$ cat src/rtl/circuito_exp5_pkg.sv
// Shared definitions for circuito_exp5: state codes, sequence ROM and timing defaults.
package circuito_exp5_pkg;

  typedef logic [3:0] nibble_t;

  // Default move timeout: 5 s at a 1 kHz clock.
  localparam int unsigned TIMEOUT_CYCLES_DEF = 5000;
  localparam int unsigned STATE_W            = 4;

  // State codes double as the value shown on db_estado.
  localparam logic [STATE_W-1:0] ST_INICIAL     = 4'h0;
  localparam logic [STATE_W-1:0] ST_PREPARA     = 4'h1;
  localparam logic [STATE_W-1:0] ST_ESPERA      = 4'h2;
  localparam logic [STATE_W-1:0] ST_REGISTRA    = 4'h3;
  localparam logic [STATE_W-1:0] ST_COMPARA     = 4'h4;
  localparam logic [STATE_W-1:0] ST_PROX_JOGADA = 4'h5;
  localparam logic [STATE_W-1:0] ST_PROX_RODADA = 4'h7;
  localparam logic [STATE_W-1:0] ST_GANHOU      = 4'hC;
  localparam logic [STATE_W-1:0] ST_PERDEU      = 4'hE;

  // Sequence the player must reproduce, one one-hot button word per move index.
  function automatic nibble_t rom_word(input nibble_t addr);
    case (addr)
      4'd0:  rom_word = 4'h1;
      4'd1:  rom_word = 4'h2;
      4'd2:  rom_word = 4'h4;
      4'd3:  rom_word = 4'h8;
      4'd4:  rom_word = 4'h4;
      4'd5:  rom_word = 4'h2;
      4'd6:  rom_word = 4'h1;
      4'd7:  rom_word = 4'h1;
      4'd8:  rom_word = 4'h2;
      4'd9:  rom_word = 4'h2;
      4'd10: rom_word = 4'h4;
      4'd11: rom_word = 4'h4;
      4'd12: rom_word = 4'h8;
      4'd13: rom_word = 4'h8;
      4'd14: rom_word = 4'h1;
      default: rom_word = 4'h4;
    endcase
  endfunction

endpackage

$ cat src/rtl/circuito_exp5_hexa7seg.sv
// 4-bit value to 7-segment pattern, gfedcba order, segments active-low.
// Ports: hex_i - value to display; seg_o - segment drive.
module hexa7seg
  import circuito_exp5_pkg::*;
(
  input  nibble_t    hex_i,
  output logic [6:0] seg_o
);

  always_comb begin
    seg_o = 7'b1111111;
    case (hex_i)
      4'h0: seg_o = 7'b1000000;
      4'h1: seg_o = 7'b1111001;
      4'h2: seg_o = 7'b0100100;
      4'h3: seg_o = 7'b0110000;
      4'h4: seg_o = 7'b0011001;
      4'h5: seg_o = 7'b0010010;
      4'h6: seg_o = 7'b0000010;
      4'h7: seg_o = 7'b1111000;
      4'h8: seg_o = 7'b0000000;
      4'h9: seg_o = 7'b0010000;
      4'hA: seg_o = 7'b0001000;
      4'hB: seg_o = 7'b0000011;
      4'hC: seg_o = 7'b1000110;
      4'hD: seg_o = 7'b0100001;
      4'hE: seg_o = 7'b0000110;
      default: seg_o = 7'b0001110;
    endcase
  end

endmodule

$ cat src/rtl/circuito_exp5.sv
// Sequence memory game: the player repeats a growing prefix of a ROM sequence
// on four buttons, one round longer each time, with a per-move timeout.
// Ports: clock/reset (async, active-high); jogar starts a game; botoes are the
// one-hot buttons; ganhou/perdeu/pronto report the result; leds show the last
// registered move; db_* expose internal flags and 7-segment debug displays.
module circuito_exp5
  import circuito_exp5_pkg::*;
#(
  parameter int unsigned TIMEOUT_CYCLES = TIMEOUT_CYCLES_DEF
) (
  input  logic       clock,
  input  logic       reset,
  input  logic       jogar,
  input  logic [3:0] botoes,
  output logic       ganhou,
  output logic       perdeu,
  output logic       pronto,
  output logic [3:0] leds,
  output logic       db_igual,
  output logic [6:0] db_contagem,
  output logic [6:0] db_memoria,
  output logic [6:0] db_estado,
  output logic [6:0] db_jogadafeita,
  output logic [6:0] db_sequencia,
  output logic       db_clock,
  output logic       db_iniciar,
  output logic       db_fimseq,
  output logic       db_igualseq,
  output logic       db_igualjogada,
  output logic       db_tem_jogada,
  output logic       db_timeout
);

  localparam int unsigned TMR_W = (TIMEOUT_CYCLES > 1) ? $clog2(TIMEOUT_CYCLES) : 1;
  localparam logic [TMR_W-1:0] TMR_LAST = TMR_W'(TIMEOUT_CYCLES - 1);

  logic [STATE_W-1:0] state_q, state_d;
  nibble_t            idx_q, idx_d;
  nibble_t            lim_q, lim_d;
  nibble_t            jog_q, jog_d;
  logic [TMR_W-1:0]   tmr_q, tmr_d;
  logic               btn_prev_q;

  nibble_t rom_q_word;
  logic    tem_jogada, igualjogada, igualseq, fimseq, timeout;

  // Datapath flags
  assign rom_q_word  = rom_word(idx_q);
  assign tem_jogada  = (|botoes) & ~btn_prev_q;
  assign igualjogada = (jog_q == rom_q_word);
  assign igualseq    = (idx_q == lim_q);
  assign fimseq      = (lim_q == 4'hF);
  assign timeout     = (tmr_q == TMR_LAST);

  // State and datapath registers
  always_ff @(posedge clock or posedge reset) begin
    if (reset) begin
      state_q    <= ST_INICIAL;
      idx_q      <= '0;
      lim_q      <= '0;
      jog_q      <= '0;
      tmr_q      <= '0;
      btn_prev_q <= 1'b0;
    end else begin
      state_q    <= state_d;
      idx_q      <= idx_d;
      lim_q      <= lim_d;
      jog_q      <= jog_d;
      tmr_q      <= tmr_d;
      btn_prev_q <= |botoes;
    end
  end

  // Next-state and datapath control; the timer only survives while in ESPERA
  always_comb begin
    state_d = state_q;
    idx_d   = idx_q;
    lim_d   = lim_q;
    jog_d   = jog_q;
    tmr_d   = '0;
    case (state_q)
      ST_INICIAL: begin
        if (jogar) state_d = ST_PREPARA;
      end
      ST_PREPARA: begin
        idx_d   = '0;
        lim_d   = '0;
        jog_d   = '0;
        state_d = ST_ESPERA;
      end
      ST_ESPERA: begin
        tmr_d = tmr_q + TMR_W'(1);
        if (tem_jogada)   state_d = ST_REGISTRA;
        else if (timeout) state_d = ST_PERDEU;
      end
      ST_REGISTRA: begin
        jog_d   = botoes;
        state_d = ST_COMPARA;
      end
      ST_COMPARA: begin
        if (!igualjogada)  state_d = ST_PERDEU;
        else if (!igualseq) state_d = ST_PROX_JOGADA;
        else if (fimseq)   state_d = ST_GANHOU;
        else               state_d = ST_PROX_RODADA;
      end
      ST_PROX_JOGADA: begin
        idx_d   = idx_q + 4'd1;
        state_d = ST_ESPERA;
      end
      ST_PROX_RODADA: begin
        lim_d   = lim_q + 4'd1;
        idx_d   = '0;
        state_d = ST_ESPERA;
      end
      ST_GANHOU, ST_PERDEU: begin
        if (jogar) state_d = ST_PREPARA;
      end
      default: state_d = ST_INICIAL;
    endcase
  end

  // Result flags decode straight from the state register
  assign ganhou = (state_q == ST_GANHOU);
  assign perdeu = (state_q == ST_PERDEU);
  assign pronto = ganhou | perdeu;
  assign leds   = jog_q;

  assign db_igual       = (botoes == rom_q_word);
  assign db_clock       = clock;
  assign db_iniciar     = jogar;
  assign db_fimseq      = fimseq;
  assign db_igualseq    = igualseq;
  assign db_igualjogada = igualjogada;
  assign db_tem_jogada  = tem_jogada;
  assign db_timeout     = timeout;

  hexa7seg u_seg_contagem  (.hex_i(idx_q),      .seg_o(db_contagem));
  hexa7seg u_seg_memoria   (.hex_i(rom_q_word), .seg_o(db_memoria));
  hexa7seg u_seg_estado    (.hex_i(state_q),    .seg_o(db_estado));
  hexa7seg u_seg_jogada    (.hex_i(jog_q),      .seg_o(db_jogadafeita));
  hexa7seg u_seg_sequencia (.hex_i(lim_q),      .seg_o(db_sequencia));

endmodule

$ cat config.mk
export PLATFORM = sky130hd
export DESIGN_NAME = circuito_exp5
export DESIGN_NICKNAME = d
export VERILOG_FILES = /design/src/rtl/circuito_exp5_pkg.sv /design/src/rtl/circuito_exp5_hexa7seg.sv /design/src/rtl/circuito_exp5.sv
export SDC_FILE = /design/constraint.sdc
export NUM_CORES = 1
export LEC_CHECK = 0
export ABC_AREA = 1
export BUFFER_PORTS_ARGS = -buffer_cell sky130_fd_sc_hd__buf_4
export CAP_MARGIN = 5
export CORE_ASPECT_RATIO = 0.8
export CORE_MARGIN = 8
export CORE_UTILIZATION = 35
export CTS_BUF_LIST = sky130_fd_sc_hd__clkbuf_4
export CTS_CLUSTER_SIZE = 10
export DETAILED_ROUTE_END_ITERATION = 6
export MAX_ROUTING_LAYER = met4
export PLACE_DENSITY = 0.65
export SYNTH_ARGS = -nofsm -noshare
export SYNTH_HDL_FRONTEND = slang
export SYNTH_HIERARCHICAL = 1
export SYNTH_SLANG_ARGS = --single-unit
$ cat constraint.sdc
create_clock -name clock -period 2.04 [get_ports clock]
set_clock_uncertainty 0.15 [all_clocks]
set_input_delay 0.102 -clock clock [delete_from_list [all_inputs] [get_ports clock]]
set_output_delay 0.102 -clock clock [all_outputs]
set_load 0.02 [all_outputs]
# --- After elaboration in Yosys (flattened, before gate mapping) ---
# Memories as Yosys holds them, arrays and structs flattened.
# Cells that the tools add are included.
word_totals:
  mem_count: 6
  regBits: 30
  input_bits: 7
  romBits: 624
classes:
  n_mux: 11
  addsub: 3
  n_reduce_logical: 9
  n_eq_ne: 15
  n_bitwise: 3
memory_table:
  columns: ["name", "depth", "word_bits", "rd", "rd_clocked_by_memory_dff", "write_ports", "line", "source"]
  rows:
  - ["(name not given)", 16, 7, 1, 0, 0, "circuito_exp5_hexa7seg.sv:12", "case (hex_i)"]
  - ["(name not given)", 16, 7, 1, 0, 0, "circuito_exp5_hexa7seg.sv:12", null]
  - ["(name not given)", 16, 7, 1, 0, 0, "circuito_exp5_hexa7seg.sv:12", null]
  - ["(name not given)", 16, 7, 1, 0, 0, "circuito_exp5_hexa7seg.sv:12", null]
  - ["(name not given)", 16, 7, 1, 0, 0, "circuito_exp5_hexa7seg.sv:12", null]
  - ["(name not given)", 16, 4, 1, 0, 0, "circuito_exp5_pkg.sv:23", "case (addr)"]
ops:
  columns: ["cell", "n"]
  rows:
  - ["$mux W4", 6]
  - ["$pmux W4 S2", 3]
  - ["$pmux W4 S5", 1]
  - ["$add A13 B1 Y13 const B", 1]
  - ["$eq A13 B13 Y1 const B", 1]
  - ["$mux W13", 1]
  - ["$eq A4 B3 Y1 const B", 3]
  - ["$eq A4 B4 Y1", 3]
  - ["$eq A4 B4 Y1 const B", 3]
  - ["$add A4 B1 Y4 const B", 2]
  - ["$eq A4 B2 Y1 const B", 2]
  - ["$reduce_bool A2 Y1", 3]
  - ["$reduce_or A3 Y1", 2]
  - ["$eq A4 B1 Y1 const B", 1]
  - ["$logic_not A4 Y1", 1]
  - ["$reduce_or A4 Y1", 1]
  - ["$ne A3 B3 Y1 const B", 1]
  - ["$ne A2 B1 Y1 const B", 1]
  - ["$reduce_and A2 Y1", 1]
  - ["$reduce_or A2 Y1", 1]
  - ["$and A1 B1 Y1", 1]
  - ["$not A1 Y1", 1]
  - ["$or A1 B1 Y1", 1]

# --- Longest topological paths before layout ---
# Gate-level depths: netlist (run 1).
depth:
  depth_word: 5
  mapped_depth: 13

# --- Cells and area by module ---
# The synthesis (run 1) kept the hierarchy.
by_module_without_submodules:
  columns: ["module", "instances", "cells_per_inst", "seq_area_each_um2", "area_each_um2"]
  rows:
  - ["circuito_exp5", 1, 259, 750.7, 1978.1]
  - ["hexa7seg", 5, 49, 0.0, 274.0]

==> flow_summary.json, run 1 <==
{
  "crit_chain": "ha_4, or2_4, nand2_4, inv_4, buf_6, ha_4, nand2_2, nand2_1, nand2_1, nand2_1, buf_6",
  "final_antenna_net_count": 0,
  "status": "finished with violations",
  "critPathKind": "flip-flop to output port",
  "cp_slowest_cell": "dfrtp_2",
  "total_power_mw": 5.32,
  "place_ws_ns": -0.0230,
  "r2r_slack_ns": 0.11,
  "die_w_um": 125,
  "crit_path_start_kind": "flip-flop",
  "endpoint_kind": "output port",
  "synthTopCellsByCount": "nand2_1 (148), inv_1 (77), nand3_1 (69), ha_1 (42), dfrtp_1 (30)",
  "r2r-end": "state_q[0]",
  "critPathLaunch": "idx_q[0]",
  "dr_total_vias": 3481,
  "crit_top_cell": "nand2_1",
  "worstRegToRegCells": 10,
  "finish.instance_area_um2": 4570,
  "max_slew_margin": 0.707,
  "io_pins": 57,
  "place_congestion": 0.864,
  "fp-row-count": 32,
  "num-fill-cells": 908,
  "finalCriticalPeriod_ns": 2.38,
  "syn-instance-count": 504,
  "cpPeakStageDelay_ns": 0.49,
  "ys_warn_count": 6,
  "max_freq_mhz": 420,
  "drive_gt1_frac": 0.342,
  "slew_viol_final": 0,
  "synth_cell_type_count": 30,
  "dp.cells": 686,
  "antenna_found_initial": 0,
  "yosysTopAreaCellShare": 0.224,
  "dieArea_um2": 13000,
  "yosysMostFrequentCell": "nand2_1",
  "critPathMaxFanout": 4,
  "crit_family": "simple AND/OR/NAND/NOR gates",
  "dpl_cell_area_um2": 3970,
  "finalHoldViolations": 0,
  "via_per_inst": 4.80,
  "internal_power_mw": 2.60,
  "worstMarginPinSlew_ns": 0.440,
  "setup_viol": 12,
  "power.density_nw_per_um2": 1160,
  "synth-seq-cells": 30,
  "critPathBufInv": 3,
  "syn_nets": 553,
  "layout.cells.non_filler": 725,
  "pwr-share-clk": 0.092,
  "fin_nets": 654,
  "cts_tree": "done",
  "path_clk_slew_ns": 0.10,
  "ys_seq_area_frac": 0.224,
  "dr.first_iter.drc_count": 210,
  "combinationalPowerShare": 0.746,
  "drv_cap": 0,
  "synth_area_per_cell_um2": 6.64,
  "syn_area_um2": 3350,
  "clock_latency_ns": 0.43,
  "rsz0062_at_grt": "yes",
  "wl_mm": 8.75,
  "grt_pass1_wl_mm": 14.4,
  "dpl.hpwl_mm": 6.42,
  "power_switching_mw": 2.72,
  "syn2layout_area_growth_pct": 36.4,
  "drtPass1Iterations": 4,
  "r2r_start": "idx_q[0]",
  "path_depth": 11,
  "synthTopCellsByArea": "dfrtp_1 (22%), nand2_1 (17%), ha_1 (16%)",
  "drc_errors": 0,
  "avgRoutedWirePerCell_um": 12.1,
  "fin_crit_sh": 1.17,
  "cp_data_arrival_time_ns": 2.13,
  "grt_max_degree": 31,
  "floorplan.initialDensity": 0.353,
  "port_buffers": 56,
  "critical_path_required_ns": 1.79,
  "hold_class": "primary input to asynchronous set/reset pin",
  "die_h_um": 103,
  "pwr-share-seq": 0.163,
  "setup_ws_ns": -0.343,
  "violations": "negative setup slack",
  "synth_ff_type": "dfrtp_1",
  "coreArea_um2": 9490,
  "async_flop_share": 1.00,
  "leakage_nw": 2.37,
  "num_antenna_cells": 0,
  "vdd_drop_max_mv": 0.538,
  "globalRoute.totalOverflow": 0,
  "first_global_vias": 3398,
  "synth_edf_count": 0,
  "sw_frac_of_total": 0.512,
  "yosys.area.top_type": "dfrtp_1",
  "grt_usage": 0.135
}
-- per-stage QoR --
step / util / setup TNS, ns / hold slack, ns
global route: 0.481 / -4.50 / 0.182
finish: 0.481 / -2.87 / 0.152
global placement: 0.418 / 0 / 0.0555
detailed placement: 0.418 / -0.0230 / 0.0619
floorplan: - / 0 / 0.0427
CTS: 0.458 / -2.70 / 0.143
-- flip-flops by register name (all words and copies together) (netlist names) --
register	cells
idx_q	4
lim_q	4
btn_prev_q	1
state_q	4
leds	4
tmr_q	13
-- placed cells by master, fill, tap and decap left out, types with 6 or more instances in the layout --
master,netlist,routed
nand2_1,148,137
buf_4,2,82
nand3_1,69,66
inv_1,77,59
ha_1,42,29
inv_2,10,21
nor2_1,21,21
dfrtp_1,30,20
nand2_2,9,17
buf_6,6,15
o21ai_0,13,10
nor3_1,10,10
dfrtp_2,0,10
ha_4,0,9
clkbuf_4,0,9
a21oi_1,8,8
nand2_4,5,8
o21ai_1,6,8
nand3_2,5,7
dlygate4sd3_1,0,7
o22ai_1,6,6
inv_4,0,6
xor2_1,7,6
o21ai_2,5,6
-- cells by family after synthesis --
kind of cell / Yosys count / synth area share
flip-flops: 30 / 0.224
AO/OA/AOI/OAI: 44 / 0.0822
buffers and inverters: 100 / 0.130
XOR/XNOR: 7 / 0.0183
adder cells (fa/ha/maj): 42 / 0.157
AND/OR/NAND/NOR: 281 / 0.389
-- worst register-to-register path, stage by stage (launching register included) --
cell and delay, ns:
dfrtp_2 0.49, ha_4 0.18, or2_4 0.26, buf_4 0.14, nand3_2 0.07, nand2_2 0.07, nor2_4 0.15, nand2_4 0.06
nor2_4 0.10, nand3_2 0.08, a21oi_2 0.12
-- what timing repair did --
| action | 4_1_cts | 5_1_grt |
|---|---|---|
| pin swaps | 9 | 19 |
| hold endpoints to repair | 39 | 0 |
| gates cloned | 0 | 0 |
| resized for setup | 51 | 43 |
| buffers inserted | 11 | 10 |
| hold buffers | 7 | 0 |
| setup endpoints to repair | 19 | 34 |
-- how the worst max path moves through the flow --
stage	to	slack, ns
global route	db_memoria[3]	-0.45
floorplan	db_memoria[2]	0.02
CTS	db_igual	-0.31
global placement	db_memoria[3]	0.05
detailed placement	db_memoria[3]	-0.02
finish	db_memoria[3]	-0.34
-- metal layers --
layer / vias to the layer above / track usage / part of all wire
met1: 1593 / 0.155 / 0.45
met5: - / - / 0
li1: 1792 / - / -
met2: 79 / 0.235 / 0.49
met3: 17 / 0.0266 / 0.041
met4: 0 / 0.0466 / 0.013
-- power by group through the flow --
stage | logic [mW] | clock network, mW | registers [mW]
5_1_grt | 4.36 | 0.536 | 0.885
4_1_cts | 3.66 | 0.512 | 0.871
6_report | 3.97 | 0.487 | 0.865
2_1_floorplan | 2.20 | 0.0573 | 0.868
3_5_place_dp | 3.33 | 0.0573 | 0.870
3_3_place_gp | 3.28 | 0.0573 | 0.863
-- area by class of cell --
cell class | count | area, um^2 | area share
Multi-Input combinational cell | 374 | 2380 | 0.521
Timing Repair Buffer | 103 | 847 | 0.185
Sequential cell | 30 | 763 | 0.167
Inverter | 87 | 347 | 0.0759
Tap cell | 119 | 149 | 0.0326
Clock buffer | 10 | 75.1 | 0.0164
Clock inverter | 2 | 8.76 | 0.00192
No activity file was read; power rests on OpenSTA's default activity.
==> run 2: changes to the inputs <==
PLACE_DENSITY = 0.66   (was 0.65)
SLEW_MARGIN = 5   (was not set)
SYNTH_HIERARCHICAL = not set   (was 1)
==> flow_summary.json, run 2 <==
{
  "globalRoute.totalOverflow": 0,
  "fin_crit_sh": 1.24,
  "first_global_vias": 3214,
  "cp_slowest_cell": "dfrtp_2",
  "r2r-end": "state_q[3]",
  "dr.first_iter.drc_count": 234,
  "max_slew_margin": 0.708,
  "crit_end": "db_igual",
  "antenna_found_initial": 0,
  "path_clk_slew_ns": 0.11,
  "setup_tns_ns": -4.04,
  "synth_area_per_cell_um2": 6.74,
  "finalHoldViolations": 0,
  "r2r_slack_ns": -0.04,
  "setup_ws_ns": -0.486,
  "io_pins": 57,
  "max_freq_mhz": 396,
  "rsz0062_at_grt": "yes",
  "layout.cells.non_filler": 691,
  "num_antenna_cells": 0,
  "num-fill-cells": 635,
  "coreArea_um2": 7950,
  "die_h_um": 96.9,
  "synthTopCellsByArea": "dfrtp_1 (26%), ha_1 (14%), nand2_1 (13%)",
  "finalCriticalPeriod_ns": 2.53,
  "synth_cell_type_count": 36,
  "fp-row-count": 29,
  "syn-instance-count": 425,
  "ys_warn_count": 0,
  "syn2layout_area_growth_pct": 75.1,
  "vdd_drop_max_mv": 1.24,
  "yosysTopAreaCellShare": 0.262,
  "crit_chain": "inv_4, ha_4, nand2_2, nand3_4, nand2_8, buf_6, xor2_2, nor4b_2, buf_4",
  "r2r_start": "idx_q[0]",
  "critical_path_required_ns": 1.79,
  "synthTopCellsByCount": "nand2_1 (103), inv_1 (54), o21ai_0 (38), nor2_1 (34), ha_1 (33)",
  "final_common_cell": "buf_4",
  "via_per_inst": 5.09,
  "drc_errors": 0,
  "worstRegToRegCells": 14,
  "yosysMostFrequentCell": "nand2_1",
  "synth_ff_type": "dfrtp_1",
  "dr_total_vias": 3516,
  "final_antenna_net_count": 0,
  "grt_pass1_wl_mm": 15.2,
  "worstMarginPinSlew_ns": 0.433,
  "endpoint_kind": "output port",
  "place_congestion": 0.921,
  "dpl.hpwl_mm": 6.53,
  "violations": "negative setup slack",
  "status": "finished with violations",
  "drtPass1Iterations": 4,
  "critPathKind": "flip-flop to output port",
  "critPathLaunch": "idx_q[1]",
  "largest_register": "tmr_q",
  "power.density_nw_per_um2": 1700,
  "synth-seq-cells": 30,
  "grt_usage": 0.168,
  "leakage_nw": 2.36,
  "port_buffers": 56,
  "layout_common_cells": "buf_4 (120), nand2_1 (66), inv_1 (32)",
  "syn_area_um2": 2870,
  "crit_path_start_kind": "flip-flop",
  "yosys.area.top_type": "dfrtp_1",
  "avgRoutedWirePerCell_um": 14.8,
  "ys_seq_area_frac": 0.262,
  "critPathMaxFanout": 6,
  "clock_latency_ns": 0.45,
  "dp.cells": 628,
  "floorplan.initialDensity": 0.361,
  "setup_viol": 14,
  "dieArea_um2": 11400,
  "cp_data_arrival_time_ns": 2.27,
  "die_w_um": 117,
  "async_flop_share": 1.00,
  "slew_viol_final": 0,
  "grt_max_degree": 31,
  "syn_nets": 465,
  "cts_tree": "done",
  "largest_reg_flops": 13,
  "synth_edf_count": 0,
  "hold_class": "primary input to asynchronous set/reset pin",
  "wl_mm": 10.2,
  "fin_nets": 622,
  "drive_gt1_frac": 0.520,
  "cpPeakStageDelay_ns": 0.47,
  "drv_cap": 0,
  "total_power_mw": 8.55
}
==> run 2: worst max-delay path: cells and delay by family, from the launching register on <==
| kind | cells | cell delay (ns) |
|---|---|---|
| AND/OR/NAND/NOR | 4 | 0.61 |
| buffers and inverters | 3 | 0.42 |
| flip-flops | 1 | 0.47 |
| adder cells (fa/ha/maj) | 1 | 0.16 |
| XOR/XNOR | 1 | 0.14 |
==> run 2: cell families (layout without fill, tap and decap cells) <==
group                      Yosys count  count (layout)  synth area share
buffers and inverters               70             228            0.0978
DFF                                 30              30             0.262
AOI/OAI and AO/OA                   85              85             0.169
xor gates and xnor gates             8               8            0.0245
adders and majority gates           33              33             0.144
and+or+nand+nor                    199             199             0.303
==> run 2: final cells by class <==
cell class	count	area, um^2	share of cell area
multi-input cells	325	2460	0.490
clock buffers	9	67.6	0.0135
repair buffers	158	1330	0.264
well taps	108	135	0.0269
flip-flops and latches	30	766	0.153
clock inverters	3	16.3	0.00324
inverters	58	246	0.0491
==> run 2: stage by stage <==
stage	hold slack (ns)	instance area (um^2)	setup slack [ns]	utilization
floorplan	0.0427	2910	-0.129	-
global placement	0.0560	3790	-0.0483	0.476
detailed placement	0.0582	3790	-0.0838	0.476
CTS	0.118	4410	-0.419	0.555
global route	0.179	5020	-0.566	0.631
finish	0.123	5020	-0.486	0.631
==> run 2: metal layers <==
| layer | track usage | part of all wire |
|---|---|---|
| met2 | 0.248 | 0.48 |
| met5 | - | 0 |
| met4 | 0.0580 | 0.025 |
| met3 | 0.0404 | 0.059 |
| met1 | 0.218 | 0.43 |
==> run 2: worst min path at each step <==
stage / from / to / slack, ns / cells after the start
after global routing: reset / tmr_q[11] / 0.18 / 4
final: reset / tmr_q[10] / 0.12 / 4
after global placement: reset / tmr_q[10] / 0.06 / 3
after detailed placement: reset / tmr_q[10] / 0.06 / 3
after CTS: reset / tmr_q[10] / 0.12 / 4
after floorplan: reset / btn_prev_q / 0.04 / 1
==> run 2: power by group <==
part / switching [mW] / internal [mW]
sequential: 0.179 / 0.727
clock: 0.279 / 0.217
combinational: 3.87 / 3.28
==> run 2: repair_timing <==
| item | in CTS | in global routing |
|---|---|---|
| endpoints found under the setup margin | 32 | 40 |
| hold buffers | 7 | 0 |
| hold endpoints to repair | 39 | 0 |
| resized for setup | 91 | 121 |
| pin swaps | 24 | 36 |
| setup buffers | 23 | 29 |
